<file path="src/rtl/id_ex_stage_pkg.sv">
// ============================================================================
// Module      : id_ex_stage_pkg
// Description : Shared ALU opcode, alu_op class, funct and forward-select codes.
// Revision    : 1.0 - initial release
// ============================================================================
`default_nettype none

package id_ex_stage_pkg;

  localparam logic [3:0] C_ALU_ADD  = 4'b0010;
  localparam logic [3:0] C_ALU_SUB  = 4'b0110;
  localparam logic [3:0] C_ALU_AND  = 4'b0000;
  localparam logic [3:0] C_ALU_OR   = 4'b0001;
  localparam logic [3:0] C_ALU_NOR  = 4'b1100;
  localparam logic [3:0] C_ALU_PASS = 4'b1111;

  typedef enum logic [1:0] {
    ALUOP_ADD   = 2'b00,
    ALUOP_SUB   = 2'b01,
    ALUOP_RTYPE = 2'b10,
    ALUOP_OR    = 2'b11
  } alu_op_t;

  localparam logic [5:0] C_FUNCT_ADD = 6'b100000;
  localparam logic [5:0] C_FUNCT_SUB = 6'b100010;
  localparam logic [5:0] C_FUNCT_AND = 6'b100100;
  localparam logic [5:0] C_FUNCT_OR  = 6'b100101;
  localparam logic [5:0] C_FUNCT_NOR = 6'b100111;

  typedef enum logic [1:0] {
    FWD_NONE  = 2'b00,
    FWD_EXMEM = 2'b01,
    FWD_MEMWB = 2'b10
  } fwd_sel_t;

  // The younger EX/MEM result always shadows MEM/WB.
  function automatic fwd_sel_t fwd_select(input logic exmem_hit, input logic memwb_hit);
    if (exmem_hit)      return FWD_EXMEM;
    else if (memwb_hit) return FWD_MEMWB;
    else                return FWD_NONE;
  endfunction

endpackage

`default_nettype wire

</file>
<file path="src/rtl/id_ex_stage_alu_control.sv">
// ============================================================================
// Module      : alu_control
// Description : Combinational alu_op class / funct to 4-bit ALU opcode decode.
// Revision    : 1.0 - initial release
// ============================================================================
`default_nettype none

module alu_control
  import id_ex_stage_pkg::*;
(
  input  logic [1:0] alu_op,
  input  logic [5:0] funct,
  output logic [3:0] alu_opcode
);

  always_comb begin
    alu_opcode = C_ALU_PASS;
    case (alu_op)
      ALUOP_ADD: alu_opcode = C_ALU_ADD;
      ALUOP_SUB: alu_opcode = C_ALU_SUB;
      ALUOP_OR:  alu_opcode = C_ALU_OR;
      default: begin
        case (funct)
          C_FUNCT_ADD: alu_opcode = C_ALU_ADD;
          C_FUNCT_SUB: alu_opcode = C_ALU_SUB;
          C_FUNCT_AND: alu_opcode = C_ALU_AND;
          C_FUNCT_OR:  alu_opcode = C_ALU_OR;
          C_FUNCT_NOR: alu_opcode = C_ALU_NOR;
          default:     alu_opcode = C_ALU_PASS;
        endcase
      end
    endcase
  end

endmodule

`default_nettype wire

</file>
<file path="src/rtl/id_ex_stage.sv">
// ============================================================================
// Module      : id_ex_stage
// Description : ID/EX pipeline register with ALU-control decode and operand
//               forwarding (forwarding muxes built when ID_EX_FORWARDING_EN).
// Revision    : 1.0 - initial release
// ============================================================================
`default_nettype none

module id_ex_stage
  import id_ex_stage_pkg::*;
#(
  parameter int WORD_WIDTH = 32,
  parameter int REG_ADDR_W = 5
) (
  input  logic                  clk,
  input  logic                  rst_n,
  input  logic                  stall,
  input  logic                  flush,
  input  logic                  in_valid,
  input  logic [WORD_WIDTH-1:0] rs_data,
  input  logic [WORD_WIDTH-1:0] rt_data,
  input  logic [WORD_WIDTH-1:0] imm,
  input  logic [REG_ADDR_W-1:0] rs_addr,
  input  logic [REG_ADDR_W-1:0] rt_addr,
  input  logic [REG_ADDR_W-1:0] dst_addr,
  input  logic [1:0]            alu_op,
  input  logic [5:0]            funct,
  input  logic                  alu_src,
  input  logic                  reg_write,
  input  logic                  exmem_reg_write,
  input  logic [REG_ADDR_W-1:0] exmem_rd,
  input  logic [WORD_WIDTH-1:0] exmem_result,
  input  logic                  memwb_reg_write,
  input  logic [REG_ADDR_W-1:0] memwb_rd,
  input  logic [WORD_WIDTH-1:0] memwb_result,
  output logic [WORD_WIDTH-1:0] a_operand,
  output logic [WORD_WIDTH-1:0] b_operand,
  output logic [3:0]            alu_opcode,
  output logic [WORD_WIDTH-1:0] store_data,
  output logic [REG_ADDR_W-1:0] ex_dst,
  output logic                  ex_reg_write,
  output logic                  ex_valid
);

  logic [3:0]            w_opcode;
  logic                  r_valid;
  logic                  r_reg_write;
  logic                  r_alu_src;
  logic [3:0]            r_opcode;
  logic [WORD_WIDTH-1:0] r_rs_data;
  logic [WORD_WIDTH-1:0] r_rt_data;
  logic [WORD_WIDTH-1:0] r_imm;
  logic [REG_ADDR_W-1:0] r_rs_addr;
  logic [REG_ADDR_W-1:0] r_rt_addr;
  logic [REG_ADDR_W-1:0] r_dst;
  logic [WORD_WIDTH-1:0] w_rs_fwd;
  logic [WORD_WIDTH-1:0] w_rt_fwd;

  alu_control u_alu_control (
    .alu_op     (alu_op),
    .funct      (funct),
    .alu_opcode (w_opcode)
  );

  // Flush or an invalid ID slot loads the bubble; stall holds everything.
  always_ff @(posedge clk or negedge rst_n) begin
    if (!rst_n) begin
      r_valid     <= 1'b0;
      r_reg_write <= 1'b0;
      r_alu_src   <= 1'b0;
      r_opcode    <= C_ALU_ADD;
      r_rs_data   <= '0;
      r_rt_data   <= '0;
      r_imm       <= '0;
      r_rs_addr   <= '0;
      r_rt_addr   <= '0;
      r_dst       <= '0;
    end else if (flush || (!stall && !in_valid)) begin
      r_valid     <= 1'b0;
      r_reg_write <= 1'b0;
      r_alu_src   <= 1'b0;
      r_opcode    <= C_ALU_ADD;
      r_rs_data   <= '0;
      r_rt_data   <= '0;
      r_imm       <= '0;
      r_rs_addr   <= '0;
      r_rt_addr   <= '0;
      r_dst       <= '0;
    end else if (!stall) begin
      r_valid     <= 1'b1;
      r_reg_write <= reg_write;
      r_alu_src   <= alu_src;
      r_opcode    <= w_opcode;
      r_rs_data   <= rs_data;
      r_rt_data   <= rt_data;
      r_imm       <= imm;
      r_rs_addr   <= rs_addr;
      r_rt_addr   <= rt_addr;
      r_dst       <= dst_addr;
    end
  end

`ifdef ID_EX_FORWARDING_EN
  fwd_sel_t w_rs_sel;
  fwd_sel_t w_rt_sel;

  assign w_rs_sel = fwd_select(exmem_reg_write && (exmem_rd != '0) && (exmem_rd == r_rs_addr),
                               memwb_reg_write && (memwb_rd != '0) && (memwb_rd == r_rs_addr));
  assign w_rt_sel = fwd_select(exmem_reg_write && (exmem_rd != '0) && (exmem_rd == r_rt_addr),
                               memwb_reg_write && (memwb_rd != '0) && (memwb_rd == r_rt_addr));

  always_comb begin
    w_rs_fwd = r_rs_data;
    w_rt_fwd = r_rt_data;
    case (w_rs_sel)
      FWD_EXMEM: w_rs_fwd = exmem_result;
      FWD_MEMWB: w_rs_fwd = memwb_result;
      default:   w_rs_fwd = r_rs_data;
    endcase
    case (w_rt_sel)
      FWD_EXMEM: w_rt_fwd = exmem_result;
      FWD_MEMWB: w_rt_fwd = memwb_result;
      default:   w_rt_fwd = r_rt_data;
    endcase
  end
`else
  // Hazard unit stalls on every RAW here, so forwarding sources are dead.
  logic w_unused_fwd;

  assign w_unused_fwd = ^{exmem_reg_write, exmem_rd, exmem_result,
                          memwb_reg_write, memwb_rd, memwb_result,
                          r_rs_addr, r_rt_addr};
  assign w_rs_fwd = r_rs_data;
  assign w_rt_fwd = r_rt_data;
`endif

  assign a_operand    = w_rs_fwd;
  assign b_operand    = r_alu_src ? r_imm : w_rt_fwd;
  assign store_data   = w_rt_fwd;
  assign alu_opcode   = r_opcode;
  assign ex_dst       = r_dst;
  assign ex_reg_write = r_reg_write;
  assign ex_valid     = r_valid;

endmodule

`default_nettype wire

</file>
<file path="config.mk">
export PLATFORM = sky130hd
export DESIGN_NAME = id_ex_stage
export DESIGN_NICKNAME = d
export VERILOG_FILES = /design/src/rtl/id_ex_stage_pkg.sv /design/src/rtl/id_ex_stage_alu_control.sv /design/src/rtl/id_ex_stage.sv
export SDC_FILE = /design/constraint.sdc
export NUM_CORES = 1
export LEC_CHECK = 0
export BUFFER_PORTS_ARGS = -buffer_cell sky130_fd_sc_hd__buf_2
export CELL_PAD_IN_SITES_DETAIL_PLACEMENT = 1
export CELL_PAD_IN_SITES_GLOBAL_PLACEMENT = 1
export CORE_UTILIZATION = 27
export DETAILED_ROUTE_END_ITERATION = 12
export PLACE_DENSITY = 0.84
export SETUP_SLACK_MARGIN = 0.3
export SLEW_MARGIN = 15
export SYNTH_ARGS = -nofsm -noshare
export SYNTH_HDL_FRONTEND = slang
export SYNTH_SLANG_ARGS = --single-unit
</file>
<file path="constraint.sdc">
create_clock -name clk -period 1.1 [get_ports clk]
set_input_delay 0.165 -clock clk [delete_from_list [all_inputs] [get_ports clk]]
set_output_delay 0.165 -clock clk [all_outputs]
set_load 0.02 [all_outputs]
</file>
==> impl_metrics.env <==
export IMPL_crit_slowest_cell="dfrtp_2"
export IMPL_setup_tns_final_ps=-17190
export IMPL_core_area_sq_um=15300
export IMPL_fill_cells=1595
export IMPL_failed_checks="setup timing"
export IMPL_path_class="reg -> out"
export IMPL_p_leak_nw=3.72
export IMPL_slowest_delay_ps=470
export IMPL_finalWirelength_mm=14.8
export IMPL_finalMaxSlewViolations=0
export IMPL_reg2reg_depth=3
export IMPL_clk_pin_slew_ps=70
export IMPL_crit_chain="buf_12 > mux2_4 > buf_2"
export IMPL_grt_max_degree=56
export IMPL_antenna_cells=0
export IMPL_required_ps=940
export IMPL_gp_congestion=0.756
export IMPL_cp_top_family="flip-flops"
export IMPL_final_hold_violation_count=0
export IMPL_drc=0
export IMPL_clock_skew_ps=0
export IMPL_setup_viol=34
export IMPL_antenna_found_initial=1
export IMPL_cp_num_cells=3
export IMPL_postLayoutCellArea_sq_um=7250
export IMPL_syn_area_sq_um=4280
export IMPL_track_usage=0.171
export IMPL_via_per_inst=4.81
export IMPL_port_buffers=222
export IMPL_min_path_type="in -> reg"
export IMPL_final_layout_size_suffix_gt1_frac=0.607
export IMPL_ys_ff_latch=108
export IMPL_synth_avg_cell_area_sq_um=14.6
export IMPL_postRouteAntennaNets=0
export IMPL_drtPass1Iterations=4
export IMPL_clkSinkCount=108
export IMPL_cp_end_kind="output pin"
export IMPL_rows=45
export IMPL_finish_net_count=757
export IMPL_status="complete, but fails checks"
export IMPL_seqCellArea_sq_um=2710
export IMPL_dp_slack_ps=-221
export IMPL_finalCritPeriodShare=1.51
export IMPL_rsz0062_at_grt="yes"
export IMPL_crit_buf_inv=2
export IMPL_syn_num_nets=495
export IMPL_drtIter0Drc=155
export IMPL_multi_input_area_sq_um=1600
export IMPL_synth_cell_types=24
export IMPL_fin_crit_ps=1670
export IMPL_die_h_um=128
export IMPL_die_w_um=128
export IMPL_h_tree_depth=3
export IMPL_cts_path_max_buffers=2
export IMPL_dieArea_sq_um=16300
export IMPL_synth_warnings=0
export IMPL_tritoncts="yes"
export IMPL_gr_total_overflow=0
export IMPL_cts_root_buffer="clkbuf_16"
export IMPL_grt_pass1_vias=3827
export IMPL_worst_slew_pin_slew_ps=417
export IMPL_netlist_instances=293
export IMPL_hpwl_mm=9.42
export IMPL_ios=309
export IMPL_syn_to_final_growth_pct=69.6
export IMPL_clk_latency_ps=350
export IMPL_relSlewSlack=0.718
export IMPL_setup_slack_ps=-565
export IMPL_finalPower_mw=8.72
export IMPL_routedWlPerCell_um=19.1
export IMPL_initial_core_util=0.279
export IMPL_fmax_mhz=601
export IMPL_critPathArrivalTime_ps=1500
export IMPL_cp_max_fo=15
export IMPL_cp_start_kind="flip-flop"
export IMPL_yosysSeqAreaShare=0.632
export IMPL_min_path_cells=2
export IMPL_cts_buffers_inserted=9
export IMPL_grt_pass1_wl_mm=21.4
export IMPL_place_area_sq_um=5900
export IMPL_vias=3710
export IMPL_vdd_drop_max_uv=646
export IMPL_p_per_area_nw_per_um2=1200
export IMPL_maxCapViolCount=0
==> metal layers <==
layer / vias to the layer above / track usage / share of wire
li1: 1658 / - / -
met1: 1868 / 0.206 / 0.40
met2: 157 / 0.295 / 0.51
met3: 27 / 0.0518 / 0.065
met4: 0 / 0.0478 / 0.021
met5: - / 0 / 0
==> registers in the layout (all words and copies together), names as in the netlist <==
name          flops
store_data       32
a_operand        32
ex_dst            5
alu_opcode        4
ex_valid          1
r_imm            32
r_alu_src         1
ex_reg_write      1
==> cell type report <==
type	count	area share
multi-input combinational	156	0.221
tap	211	0.0364
clock inverter	5	0.00397
sequential	108	0.373
inverter	2	0.00104
timing repair buffer	278	0.332
clock buffer	11	0.0321
==> final timing paths <==
path / slack, ps / end / from
setup / recovery: -570 / b_operand[12] / r_alu_src
hold / removal: 30 / a_operand[11] / rs_data[11]
setup reg to reg: 110 / alu_opcode[1] / alu_opcode[1]
hold reg to reg: 510 / ex_valid / ex_valid
max in group asynchronous: 400 / alu_opcode[1] / rst_n
min in group asynchronous: 370 / store_data[16] / rst_n
==> cell usage after synthesis <==
| cell type | number | area (sq um) |
|---|---|---|
| a211oi_1 | 2 | 15.0 |
| a21o_1 | 2 | 15.0 |
| a21oi_1 | 1 | 5.00 |
| a22o_1 | 103 | 902 |
| a32oi_1 | 1 | 8.76 |
| buf_2 | 17 | 85.1 |
| buf_4 | 2 | 15.0 |
| buf_6 | 3 | 33.8 |
| clkbuf_1 | 5 | 18.8 |
| dfrtp_1 | 107 | 2680 |
| dfstp_2 | 1 | 26.3 |
| inv_1 | 2 | 7.51 |
| mux2_2 | 32 | 360 |
| nand2_1 | 3 | 11.3 |
| nand3_1 | 1 | 5.00 |
| nor2b_1 | 2 | 12.5 |
| nor3_1 | 1 | 5.00 |
| nor3b_4 | 1 | 18.8 |
| nor4bb_1 | 1 | 10.0 |
| o21ai_0 | 2 | 10.0 |
| o31a_1 | 1 | 8.76 |
| o31ai_1 | 1 | 7.51 |
| o32ai_1 | 1 | 8.76 |
| or3b_2 | 1 | 8.76 |
==> through the flow <==
| step | cells | hold slack, ps | util |
|---|---|---|---|
| after CTS | 748 | 13.5 | 0.446 |
| after detailed placement | 715 | 193 | 0.385 |
| after floorplan | 293 | -131 | - |
| after global placement | 715 | 182 | 0.385 |
| after global routing | 771 | 14.4 | 0.474 |
| final | 771 | 29.2 | 0.474 |
==> power by group <==
| group | internal, mW | total, mW | leakage [nW] | switching [mW] |
|---|---|---|---|---|
| sequential | 4.12 | 4.25 | 1.47 | 0.133 |
| clock | 1.53 | 2.98 | 0.133 | 1.45 |
| combinational | 0.790 | 1.49 | 2.13 | 0.700 |
==> worst reg2reg max path, stage by stage, from the launching register on <==
cell	delay, ps
dfstp_2	550
inv_2	40
a32oi_2	160
o31a_1	180
==> kinds of logic (layout without fill, tap and decap cells) <==
| family | after synthesis | count (layout) | synth area share |
|---|---|---|---|
| AOI/OAI and AO/OA | 114 | 114 | 0.229 |
| DFF | 108 | 108 | 0.632 |
| muxes | 32 | 32 | 0.0843 |
| buffers and inverters | 29 | 296 | 0.0374 |
| and+or+nand+nor | 10 | 10 | 0.0167 |
==> cell usage in the layout (no fill, tap or decap), types with 2 or more instances in the layout <==
cell type,n
buf_12,10
clkbuf_1,2
buf_6,125
clkinv_2,4
clkbuf_16,10
dfrtp_1,104
dfrtp_2,3
nand2_1,2
a22o_1,103
buf_2,124
mux2_4,32
buf_4,16
a21o_1,2
a211oi_2,2
==> timing repair <==
action | 4_1_cts | 5_1_grt
hold endpoints to repair | 107 | 0
gates cloned | 0 | 1
pin swaps | 16 | 23
resized for setup | 170 | 67
hold buffers | 1 | 0
buffers inserted | 16 | 22
endpoints found under the setup margin | 109 | 156
Note: power is estimated with default switching activity, not from simulation.
